<file path="src/rtl/fp_axis_pkg.sv">
// Shared types, constants and helpers for the AXI4-Stream floating-point front-end.
package fp_axis_pkg;

    typedef logic [31:0] fp_word_t;

    localparam fp_word_t FP_ONE  = 32'h3F80_0000;
    localparam fp_word_t FP_QNAN = 32'h7FC0_0000;

    // Bit offset of operand idx inside a packed operand bus of width-bit words.
    function automatic int unsigned op_lsb(input int unsigned idx, input int unsigned width);
        return idx * width;
    endfunction

endpackage

</file>
<file path="src/rtl/fp_tag_fifo.sv">
// Synchronous tag FIFO; fullness tracked by an explicit count, pointers wrap modulo DEPTH.
module fp_tag_fifo #(
    parameter int unsigned DEPTH = 4,
    parameter int unsigned TAG_W = 5
) (
    input  logic                         clk,
    input  logic                         rstn,
    input  logic                         push,
    input  logic                         pop,
    input  logic [TAG_W-1:0]             din,
    output logic [TAG_W-1:0]             dout,
    output logic [$clog2(DEPTH+1)-1:0]   count
);

    localparam int unsigned PTR_W = $clog2(DEPTH);
    localparam int unsigned CNT_W = $clog2(DEPTH+1);

    logic [TAG_W-1:0] mem [DEPTH];
    logic [PTR_W-1:0] wr_ptr;
    logic [PTR_W-1:0] rd_ptr;
    logic             do_push;
    logic             do_pop;

    assign do_push = push && (count != CNT_W'(DEPTH));
    assign do_pop  = pop && (count != '0);
    assign dout    = mem[rd_ptr];

    // Tag storage; contents are don't-care until written.
    always_ff @(posedge clk) begin
        if (do_push) begin
            mem[wr_ptr] <= din;
        end
    end

    // Pointers and occupancy count.
    always_ff @(posedge clk) begin
        if (!rstn) begin
            wr_ptr <= '0;
            rd_ptr <= '0;
            count  <= '0;
        end else begin
            if (do_push) begin
                wr_ptr <= wr_ptr + PTR_W'(1);
            end
            if (do_pop) begin
                rd_ptr <= rd_ptr + PTR_W'(1);
            end
            case ({do_push, do_pop})
                2'b10:   count <= count + CNT_W'(1);
                2'b01:   count <= count - CNT_W'(1);
                default: count <= count;
            endcase
        end
    end

endmodule

</file>
<file path="src/rtl/fp_axis_multi_issue.sv">
// Multi-issue AXI4-Stream front-end for FP cores: issues tagged operands, returns
// in-order results with their tags through a single-stage response register.
module fp_axis_multi_issue
    import fp_axis_pkg::*;
#(
    parameter int unsigned DATA_W  = 32,
    parameter int unsigned NUM_OPS = 2,
    parameter int unsigned DEPTH   = 4,
    parameter int unsigned TAG_W   = 5
) (
    input  logic                        clk,
    input  logic                        rstn,
    input  logic                        req_valid,
    output logic                        req_ready,
    input  logic [TAG_W-1:0]            req_tag,
    input  logic [NUM_OPS*DATA_W-1:0]   req_data,
    output logic [NUM_OPS*DATA_W-1:0]   op_tdata,
    output logic [NUM_OPS-1:0]          op_tvalid,
    input  logic [NUM_OPS-1:0]          op_tready,
    input  logic [DATA_W-1:0]           res_tdata,
    input  logic                        res_tvalid,
    output logic                        res_tready,
    output logic                        resp_valid,
    input  logic                        resp_ready,
    output logic [DATA_W-1:0]           resp_data,
    output logic [TAG_W-1:0]            resp_tag,
    output logic [$clog2(DEPTH+1)-1:0]  inflight,
    output logic                        busy,
    output logic                        err
);

    localparam int unsigned CNT_W = $clog2(DEPTH+1);

    logic [NUM_OPS-1:0] pend;
    logic               accept;
    logic               res_hs;
    logic               fifo_pop;
    logic [TAG_W-1:0]   head_tag;

    // A new request may only go out once every channel has handed off its operand.
    assign pend       = op_tvalid & ~op_tready;
    assign req_ready  = (inflight < CNT_W'(DEPTH)) && (pend == '0);
    assign accept     = req_valid && req_ready;
    assign res_tready = !resp_valid || resp_ready;
    assign res_hs     = res_tvalid && res_tready;
    assign fifo_pop   = res_hs && (inflight != '0);
    assign busy       = (inflight != '0) || (op_tvalid != '0) || resp_valid;

    fp_tag_fifo #(
        .DEPTH (DEPTH),
        .TAG_W (TAG_W)
    ) u_tag_fifo (
        .clk   (clk),
        .rstn  (rstn),
        .push  (accept),
        .pop   (fifo_pop),
        .din   (req_tag),
        .dout  (head_tag),
        .count (inflight)
    );

    // Operand channels: each valid holds until its own ready, reloaded on accept.
    always_ff @(posedge clk) begin
        if (!rstn) begin
            op_tvalid <= '0;
            op_tdata  <= '0;
        end else begin
            for (int unsigned i = 0; i < NUM_OPS; i++) begin
                if (accept) begin
                    op_tvalid[i] <= 1'b1;
                    op_tdata[op_lsb(i, DATA_W) +: DATA_W] <= req_data[op_lsb(i, DATA_W) +: DATA_W];
                end else if (op_tready[i]) begin
                    op_tvalid[i] <= 1'b0;
                end
            end
        end
    end

    // Response register: capture result with the oldest tag, drain on resp_ready.
    always_ff @(posedge clk) begin
        if (!rstn) begin
            resp_valid <= 1'b0;
            resp_data  <= '0;
            resp_tag   <= '0;
        end else if (fifo_pop) begin
            resp_valid <= 1'b1;
            resp_data  <= res_tdata;
            resp_tag   <= head_tag;
        end else if (resp_ready) begin
            resp_valid <= 1'b0;
        end
    end

    // Sticky error: a result arrived with nothing outstanding and was dropped.
    always_ff @(posedge clk) begin
        if (!rstn) begin
            err <= 1'b0;
        end else if (res_hs && (inflight == '0)) begin
            err <= 1'b1;
        end
    end

endmodule

</file>
<file path="config.mk">
export PLATFORM = sky130hd
export DESIGN_NAME = fp_axis_multi_issue
export DESIGN_NICKNAME = d
export VERILOG_FILES = /design/src/rtl/fp_axis_pkg.sv /design/src/rtl/fp_tag_fifo.sv /design/src/rtl/fp_axis_multi_issue.sv
export SDC_FILE = /design/constraint.sdc
export NUM_CORES = 1
export LEC_CHECK = 0
export CELL_PAD_IN_SITES_DETAIL_PLACEMENT = 1
export CELL_PAD_IN_SITES_GLOBAL_PLACEMENT = 2
export CORE_ASPECT_RATIO = 1.1
export CORE_MARGIN = 2
export CORE_UTILIZATION = 25
export DETAILED_ROUTE_END_ITERATION = 8
export PLACE_DENSITY = 0.88
export SYNTH_ARGS = -nofsm -noshare
export SYNTH_HDL_FRONTEND = slang
export SYNTH_SLANG_ARGS = --single-unit
</file>
<file path="constraint.sdc">
create_clock -name clk -period 2.9 [get_ports clk]
set_clock_uncertainty 0.2 [all_clocks]
set_input_delay 0.58 -clock clk [delete_from_list [all_inputs] [get_ports clk]]
set_output_delay 0.58 -clock clk [all_outputs]
set_load 0.02 [all_outputs]
</file>
After elaboration in Yosys (flattened, before gate mapping)
Memories as Yosys holds them, arrays and structs flattened. A register that Yosys moved wholly into a read port is not among the register bits.
Cells that the tools add are included.
{"block": "totals", "regBits": 107, "ramBits": 20, "input_bits": 108, "out_inout_bits": 111, "elab_cells": 49, "n_memories": 1}
{"name": "u_tag_fifo.mem", "depth": 4, "width": 5, "read_ports": 1, "rd_ports_with_merged_regs": 1, "wr": 1, "line": "fp_tag_fifo.sv:18", "text": "logic [TAG_W-1:0] mem [DEPTH];"}
{"block": "op_classes", "n_addsub": 4, "order_cmp": 1, "n_eq_ne": 3, "n_mux": 9, "bitwise_logic": 2, "reduce_logical": 20}
{"cell": "$reduce_bool A2 Y1", "n": 5}
{"cell": "$mux W1", "n": 8}
{"cell": "$logic_and A1 B1 Y1", "n": 7}
{"cell": "$pmux W3 S2", "n": 1}
{"cell": "$add A2 B1 Y2 const B", "n": 2}
{"cell": "$add A3 B1 Y3 const B", "n": 1}
{"cell": "$logic_not A3 Y1", "n": 1}
{"cell": "$logic_or A1 B1 Y1", "n": 3}
{"cell": "$lt A3 B3 Y1 const B", "n": 1}
{"cell": "$ne A3 B3 Y1 const B", "n": 1}
{"cell": "$reduce_bool A3 Y1", "n": 1}
{"cell": "$sub A3 B1 Y3 const B", "n": 1}
{"cell": "$and A2 B2 Y2", "n": 1}
{"cell": "$eq A2 B1 Y1 const B", "n": 1}
{"cell": "$eq A2 B2 Y1 const B", "n": 1}
{"cell": "$logic_not A1 Y1", "n": 2}
{"cell": "$logic_not A2 Y1", "n": 1}
{"cell": "$not A2 Y2", "n": 1}

Depth between registers and ports, before layout
Gate-level depths: netlist (run 1).
{"block": "depth", "depth_word": 8, "depth_mapped": 11, "depth_no_buf": 9}

Hierarchy
A second synthesis (run 1) with hierarchy kept.
{"block": "unflattened", "cells_unflattened": 535, "hier_area_um2": 5353.9}
{"module": "fp_axis_multi_issue", "instances": 1, "cells_per_inst": 459, "area_per_inst_um2": 4141.5, "seq_area_each_um2": 2102.0}
{"module": "fp_tag_fifo", "instances": 1, "cells_per_inst": 76, "area_per_inst_um2": 1212.4, "seq_area_each_um2": 780.7}

Least setup slack after synthesis (run 1)
Ideal clock, no wire load.
{"block": "synth_timing", "path_type": "input-to-reg", "startpoint": "input port res_tvalid", "endpoint": "register u_tag_fifo.count[2]", "arrival_ns": 2.362, "required_ns": 2.630, "path_slack_ns": 0.268, "cell_stages": 9, "path_buffers": 1, "cell_sequence": "buf_2 > inv_2 > nor3_2 > ha_1 > inv_1 > fa_1 > xor2_1 > or3_1 > a21oi_1"}
{"block": "synth_between", "elab_chain_len": 5}
{"item": "start, declared", "line": "fp_axis_multi_issue.sv:21", "text": "input logic res_tvalid,"}
{"item": "$logic_and A1 B1 Y1 (*)", "line": "fp_axis_multi_issue.sv:45", "text": "assign res_hs = res_tvalid && res_tready;"}
{"item": "$logic_and A1 B1 Y1 (*)", "line": "fp_axis_multi_issue.sv:46", "text": "assign fifo_pop = res_hs && (inflight != '0);"}
{"item": "via fifo_pop", "line": "fp_axis_multi_issue.sv:37", "text": "logic fifo_pop;"}
{"item": "$logic_and A1 B1 Y1 (*)", "line": "fp_tag_fifo.sv:25", "text": "assign do_pop = pop && (count != '0);"}
{"item": "$eq A2 B1 Y1 / $eq A2 B2 Y1 (equally long branches)", "line": "fp_tag_fifo.sv:48", "text": "case ({do_push, do_pop})"}
{"item": "$pmux W3 S2 / $reduce_bool A2 Y1 (equally long branches)"}
{"item": "end signal, assigned", "line": "fp_tag_fifo.sv:49", "text": "2'b10: count <= count + CNT_W'(1);"}
{"item": "end signal, assigned", "line": "fp_tag_fifo.sv:50", "text": "2'b01: count <= count - CNT_W'(1);"}
{"item": "end signal, assigned", "line": "fp_tag_fifo.sv:51", "text": "default: count <= count;"}
{"item": "end, declared", "line": "fp_tag_fifo.sv:12", "text": "output logic [$clog2(DEPTH+1)-1:0] count"}
The timed path passes the listed nets; every way through them passes the cells marked *.
A chain may end at the register's enable or synchronous reset.

Worst setup path after layout (run 1)
{"block": "layout_timing", "startpoint": "register u_tag_fifo.count[0]", "endpoint": "output port busy"}
{"block": "layout_between", "elab_chain_len": 3}
{"item": "$reduce_bool A3 Y1", "line": "fp_axis_multi_issue.sv:47", "text": "assign busy = (inflight != '0) || (op_tvalid != '0) || resp_valid;"}
{"item": "$logic_or A1 B1 Y1 (2 in a row)", "line": "fp_axis_multi_issue.sv:47"}
{"item": "end, declared", "line": "fp_axis_multi_issue.sv:28", "text": "output logic busy,"}
No other way between the ends.

==> flow_summary.json, run 1 <==
{
  "fp-row-count": 56,
  "antenna_found_initial": 0,
  "drc": 0,
  "port_buffers": 218,
  "cts_setup_buffers": 0,
  "fmax_ghz": 0.370,
  "multi_input_area_mm2": 0.00224,
  "yosys_warnings": 0,
  "die_w_um": 144,
  "fin_setup_tns_ns": 0,
  "drive_above_1_share": 0.0833,
  "dp_hpwl_um": 11700,
  "start_kind": "flip-flop",
  "power.switching_mw": 2.39,
  "synth_common_cells": "nand2_1, dfxtp_1, mux2i_1",
  "die-area_mm2": 0.0228,
  "viasPerCell": 4.50,
  "fin_ws_ns": 0.199,
  "ys.flop_type": "dfxtp_1",
  "clock-sinks": 132,
  "grt_max_degree": 42,
  "cts-root-buf": "clkbuf_16",
  "pwr-share-seq": 0.339,
  "synth_edf_count": 20,
  "vias": 4756,
  "cts_tree": "built",
  "cts-htree-levels": 4,
  "slowest_delay_ns": 0.40,
  "dpl_worst_slack_ns": 0.0105,
  "critPathTopFamily": "simple AND/OR/NAND/NOR gates",
  "grt_pass1_wl_um": 26100,
  "power.density_mw_per_mm2": 831,
  "path_cells": "or3_1 -> or4_1 -> dlygate4sd2_1",
  "gr-total-overflow": 0,
  "synth.top_cell.area_share": 0.416,
  "async_flop_share": 0,
  "ir_worst_vdd_v": 0.000371,
  "rsz0062_at_grt": "no",
  "die_h_um": 158,
  "max_slew_margin": 0.547,
  "setup_viol": 0,
  "crit_type": "flip-flop to output pin",
  "fillers": 2415,
  "synth_seq_cells": 132,
  "first_global_vias": 4872,
  "top_level_ports": 219,
  "place.gp.congestion": 0.760,
  "synth_area_leader_cell": "dfxtp_1",
  "final_area_mm2": 0.00845,
  "dr.pass1.iters": 4,
  "cp_max_fo": 5,
  "min_path_type": "flip-flop to flip-flop",
  "cp.arrival_ns": 1.92,
  "synth.most_common_cell": "nand2_1",
  "crit_buf_inv": 1,
  "cts_made_buffers": 17,
  "min_period_ns": 2.70,
  "nNetsFinal": 869,
  "cp.required_ns": 2.12,
  "place_area_mm2": 0.00785,
  "synthCells": 545,
  "p_sw_frac": 0.341,
  "synth_area_mm2": 0.00539,
  "cts_hold_buf": 0,
  "drv_cap": 0,
  "fin_crit_sh": 0.931,
  "drt_iter0_markers": 112,
  "p_clk_frac": 0.317,
  "leakage_nw": 3.18,
  "clk_latency_ns": 0.42,
  "wirelength_um": 17000,
  "pwr-share-comb": 0.345,
  "ant_nets": 0,
  "synth_cell_type_count": 31,
  "ys_seq_area_frac": 0.527,
  "area_delta_synth_final_pct": 56.6,
  "final_max_slew_viol_count": 0,
  "p_int_mw": 4.62,
  "wl_per_cell_um": 16.1,
  "regArea_mm2": 0.00284,
  "cts_buffer_depth": 2,
  "synth_nets": 659,
  "hold_viol": 0,
  "status": "complete, no violations",
  "start_util": 0.254,
  "power.total_mw": 7.02,
  "worst_pin_slew_ns": 0.678,
  "grt.total_usage": 0.150,
  "worst_setup_path_end_kind": "output pin",
  "clkTransAtPathRegs_ns": 0.06,
  "avgSynthCellArea_um2": 9.90,
  "ys_top_cells_by_area": "dfxtp_1, mux2i_1, edfxtp_1, nand2_1, o31ai_1",
  "core_mm2": 0.0212,
  "diodes": 0,
  "slowest_stage": "or3_1"
}
==> logic make-up (layout without fill, tap and decap cells) <==
logic type | after synthesis | in the layout | synth area share
flip-flops | 132 | 132 | 0.527
buffers and inverters | 63 | 286 | 0.0598
AND/OR/NAND/NOR | 192 | 192 | 0.159
XOR/XNOR | 2 | 2 | 0.00325
AO/OA/AOI/OAI | 78 | 78 | 0.0905
adder cells (fa/ha/maj) | 6 | 6 | 0.0153
multiplexers | 72 | 72 | 0.145
==> flip-flops by register name (all words and copies together), names as in the netlist <==
register and cells:
err 1, u_tag_fifo.mem 20, op_tdata 64, op_tvalid 2, u_tag_fifo.count 3, resp_data 32, u_tag_fifo.rd_ptr 2, resp_tag 5
u_tag_fifo.wr_ptr 2, resp_valid 1
==> layout make-up <==
class / count / share of cell area
inverter: 14 / 0.00622
multi-input combinational: 350 / 0.266
clock buffer: 19 / 0.0524
clock inverter: 13 / 0.0185
sequential: 132 / 0.337
timing repair buffer: 240 / 0.278
tap: 290 / 0.0430
==> tightest hold or removal path, cell delays in order, from the launching register on <==
cell and delay (ns):
dfxtp_1 0.31, nand2_1 0.05, mux2i_1 0.05
==> layer usage <==
layer / vias up / track usage / wire length [um]
met5: - / 0 / 0
li1: 2319 / - / -
met3: 19 / 0.0656 / 1670
met1: 2241 / 0.174 / 7180
met4: 0 / 0.0532 / 245
met2: 177 / 0.247 / 7930
==> worst paths after layout <==
path                                          start  cells past startpoint             endpoint  slack (ns)
worst max-delay path            u_tag_fifo.count[0]                      3                 busy        0.20
worst min-delay path                   op_tdata[48]                      2         op_tdata[48]        0.26
worst max register to register  u_tag_fifo.count[2]                      9  u_tag_fifo.count[2]        0.58
worst min register to register         op_tdata[48]                      2         op_tdata[48]        0.26
==> layout by cell type (no fill, tap or decap), types with 2 or more instances in the layout <==
master	instances
mux4_2	5
or4_1	2
and2_1	4
inv_1	10
clkinvlp_4	2
clkbuf_16	17
or3_1	2
a21oi_1	35
clkinv_1	3
mux2i_1	67
xor2_1	2
nor2b_1	2
nand2_1	138
ha_1	5
buf_4	23
o21a_1	3
clkdlybuf4s50_1	215
bufinv_16	3
o31ai_1	33
inv_2	4
clkinv_4	2
edfxtp_1	20
dfxtp_1	112
nand4_1	34
o22ai_1	5
inv_6	2
nor2_1	4
==> power groups by stage <==
stage	clock network, mW	registers [mW]	logic [mW]
final	2.22	2.38	2.42
after global routing	2.38	2.42	2.61
after CTS	2.29	2.38	2.45
after detailed placement	0	2.42	2.45
after global placement	0	2.41	2.42
after floorplan	0	2.70	1.15
==> metrics by stage <==
step,utilization,hold WS (ns),cells
finish,0.398,0.258,1058
global route,0.398,0.281,1058
CTS,0.398,0.263,1058
detailed placement,0.370,0.250,1026
global placement,0.370,0.242,1026
floorplan,-,0.268,545
==> repair_timing <==
item	in CTS	in global routing
endpoints found under the setup margin	1	1
hold endpoints to repair	0	0
resized for setup	1	1
No activity file was read; power rests on OpenSTA's default activity.
==> run 2, diff against run 1 <==
Settings changed: SYNTH_HIERARCHICAL set to 1.
==> flow_summary.json, run 2 <==
{
  "dp_hpwl_um": 10600,
  "largest_register_ffs": 64,
  "leakage_nw": 3.24,
  "clock-sinks": 134,
  "synth_common_cells": "nand2_1, dfxtp_1, mux2i_1",
  "cp_max_fo": 2,
  "synth-xor-area-share": 0.00654,
  "synth.most_common_cell": "nand2_1",
  "hold_viol": 0,
  "synth_area_leader_cell": "dfxtp_1",
  "synthCells": 535,
  "critPathTopFamily": "buffers and inverters",
  "synth_edf_count": 20,
  "drc": 0,
  "synth_cell_type_count": 34,
  "avgSynthCellArea_um2": 10.0,
  "pwr-share-seq": 0.376,
  "die_h_um": 157,
  "ys_seq_area_frac": 0.538,
  "die-area_mm2": 0.0226,
  "p_int_mw": 4.10,
  "fp-row-count": 56,
  "start_kind": "input pin",
  "p_sw_frac": 0.315,
  "fin_crit_sh": 0.957,
  "ir_worst_vdd_v": 0.000358,
  "path_cells": "clkdlybuf4s50_1 -> and2b_1 -> clkinv_2 -> buf_4 -> clkdlybuf4s50_1",
  "setup_viol": 0,
  "pwr-share-comb": 0.279,
  "place.gp.congestion": 0.749,
  "p_clk_frac": 0.345,
  "synth_adder_area_share": 0.0154,
  "final_common_cell": "clkdlybuf4s50_1",
  "dr.pass1.iters": 6,
  "antenna_found_initial": 0,
  "ys_top_cells_by_area": "dfxtp_1, mux2i_1, nand2_1, edfxtp_1, mux4_2",
  "ant_nets": 0,
  "die_w_um": 144,
  "worst_setup_path_end_kind": "output pin",
  "diodes": 0,
  "grtUsageMet1": 0.159,
  "max_slew_margin": 0.555,
  "crit_type": "input pin to output pin",
  "synth.top_cell.area_share": 0.426,
  "r2r_start": "u_tag_fifo/count[2]",
  "top_register": "op_tdata",
  "grt_max_degree": 59,
  "synth_nets": 649,
  "cts_tree": "built",
  "synth_area_mm2": 0.00535,
  "async_flop_share": 0,
  "min_path_type": "flip-flop to flip-flop",
  "ys.flop_type": "dfxtp_1",
  "synth-simple-area-share": 0.171,
  "cts_setup_buffers": 0,
  "power.total_mw": 5.98,
  "core_mm2": 0.0212,
  "crit_buf_inv": 4,
  "area_delta_synth_final_pct": 58.3,
  "synth_top_family_by_area": "multiplexers",
  "fmax_ghz": 0.360,
  "drt_iter0_markers": 133,
  "worst_pin_slew_ns": 0.667,
  "min_period_ns": 2.78,
  "synth_seq_cells": 134,
  "grt.total_usage": 0.132,
  "start_util": 0.253,
  "met2_usage": 0.217,
  "final_cell_mix": "clkdlybuf4s50_1, nand2_1, dfxtp_1, mux2i_1, edfxtp_1",
  "drv_cap": 0,
  "wirelength_um": 14900,
  "dpl_worst_slack_ns": -0.118,
  "yosys_warnings": 6,
  "regToRegSetupSlack_ns": 0.50,
  "gr-total-overflow": 0,
  "nNetsFinal": 867,
  "rr_worst_depth": 12,
  "holdPathEnd": "resp_data[12]",
  "reg2reg_to": "u_tag_fifo/count[2]",
  "synth_compound_area_frac": 0.0178,
  "cts-htree-levels": 4,
  "top_level_ports": 219,
  "wl_per_cell_um": 14.1,
  "reg_top3": "op_tdata (64), resp_data (32), u_tag_fifo/mem (20)",
  "slowest_stage": "clkdlybuf4s50_1",
  "grt_pass1_wl_um": 23200,
  "fin_ws_ns": 0.124,
  "rsz0062_at_grt": "no",
  "cp.required_ns": 2.12,
  "muxShareOfSynthArea": 0.214,
  "final_max_slew_viol_count": 0,
  "crit_start": "resp_ready",
  "cp.arrival_ns": 2.00,
  "port_buffers": 218,
  "worstHoldStart": "resp_data[12]",
  "power.density_mw_per_mm2": 706,
  "viasPerCell": 4.16,
  "status": "complete, no violations",
  "grt.met3_usage": 0.0383,
  "drive_above_1_share": 0.0849,
  "power.switching_mw": 1.88,
  "cpMostUsedCell": "clkdlybuf4s50_1",
  "slowest_delay_ns": 0.61,
  "busiest_layer": "met2",
  "cts_buffer_depth": 2,
  "clkTransAtPathRegs_ns": 0.06,
  "clk_latency_ns": 0.42,
  "first_global_vias": 4401,
  "cts_made_buffers": 17,
  "holdPathStages": 2,
  "vias": 4396,
  "cts-root-buf": "clkbuf_16"
}
[run 2: cell count changes after synthesis, sizes merged, moves of 5 or more]
cell,delta
inv,-6
nand2,+70
mux2i,+36
o22ai,-5
nand4,-34
a21oi,-35
buf,-17
o31ai,-33
clkbuf,+5
[run 2: how the worst max path moves through the flow]
stage	end	slack (ns)	depth (start not counted)
after floorplan	u_tag_fifo/count[2]	-0.01	13
after global placement	u_tag_fifo/count[2]	-0.03	11
after detailed placement	u_tag_fifo/count[2]	-0.12	11
after CTS	res_tready	0.12	5
after global routing	res_tready	0.08	5
final	res_tready	0.12	5
[run 2: worst min-delay path, stage by stage, from the launching register on]
cell and delay (ns):
dfxtp_1 0.31, nand2_1 0.05, mux2i_1 0.05
[run 2: power by group through the flow]
stage               registers [mW]  clock network [mW]  logic, mW
global placement              2.28                   0       1.68
floorplan                     2.54                   0      0.674
finish                        2.25                2.06       1.67
detailed placement            2.29                   0       1.70
global route                  2.28                2.22       1.80
CTS                           2.25                2.14       1.70
[run 2: layer usage]
| layer | share of wire | up-vias |
|---|---|---|
| li1 | - | 2181 |
| met1 | 0.43 | 2070 |
| met2 | 0.48 | 128 |
| met3 | 0.061 | 17 |
| met4 | 0.022 | 0 |
| met5 | 0 | - |
[run 2: timing repair]
action                     CTS  global route
hold endpoints to repair     0             0
gates resized for setup      1             0
hold buffers                 0             0
setup endpoints to repair    1             0
[run 2: kinds of logic after synthesis]
kind of cell             count (synthesis)
AO/OA/AOI/OAI                           10
XOR/XNOR                                 4
adder cells (fa/ha/maj)                  6
buffers and inverters                   46
flip-flops                             134
multiplexers                           108
AND/OR/NAND/NOR                        227
[run 2: metrics by stage]
step / hold WS [ns] / setup TNS [ns] / area [um2] / util / cells
4_1_cts: 0.260 / 0 / 8470 / 0.400 / 1056
3_5_place_dp: 0.248 / -0.118 / 7920 / 0.374 / 1024
3_3_place_gp: 0.242 / -0.0280 / 7920 / 0.374 / 1024
2_1_floorplan: 0.268 / -0.0104 / 5380 / - / 535
6_report: 0.253 / 0 / 8470 / 0.400 / 1056
5_1_grt: 0.274 / 0 / 8470 / 0.400 / 1056
[run 2: area by class of cell]
type | count | area (um2)
timing repair buffer | 236 | 2340
clock buffer | 17 | 425
sequential | 134 | 2880
inverter | 9 | 36.3
fill | 2382 | 12700
clock inverter | 15 | 133
tap | 290 | 363
multi-input combinational | 355 | 2290
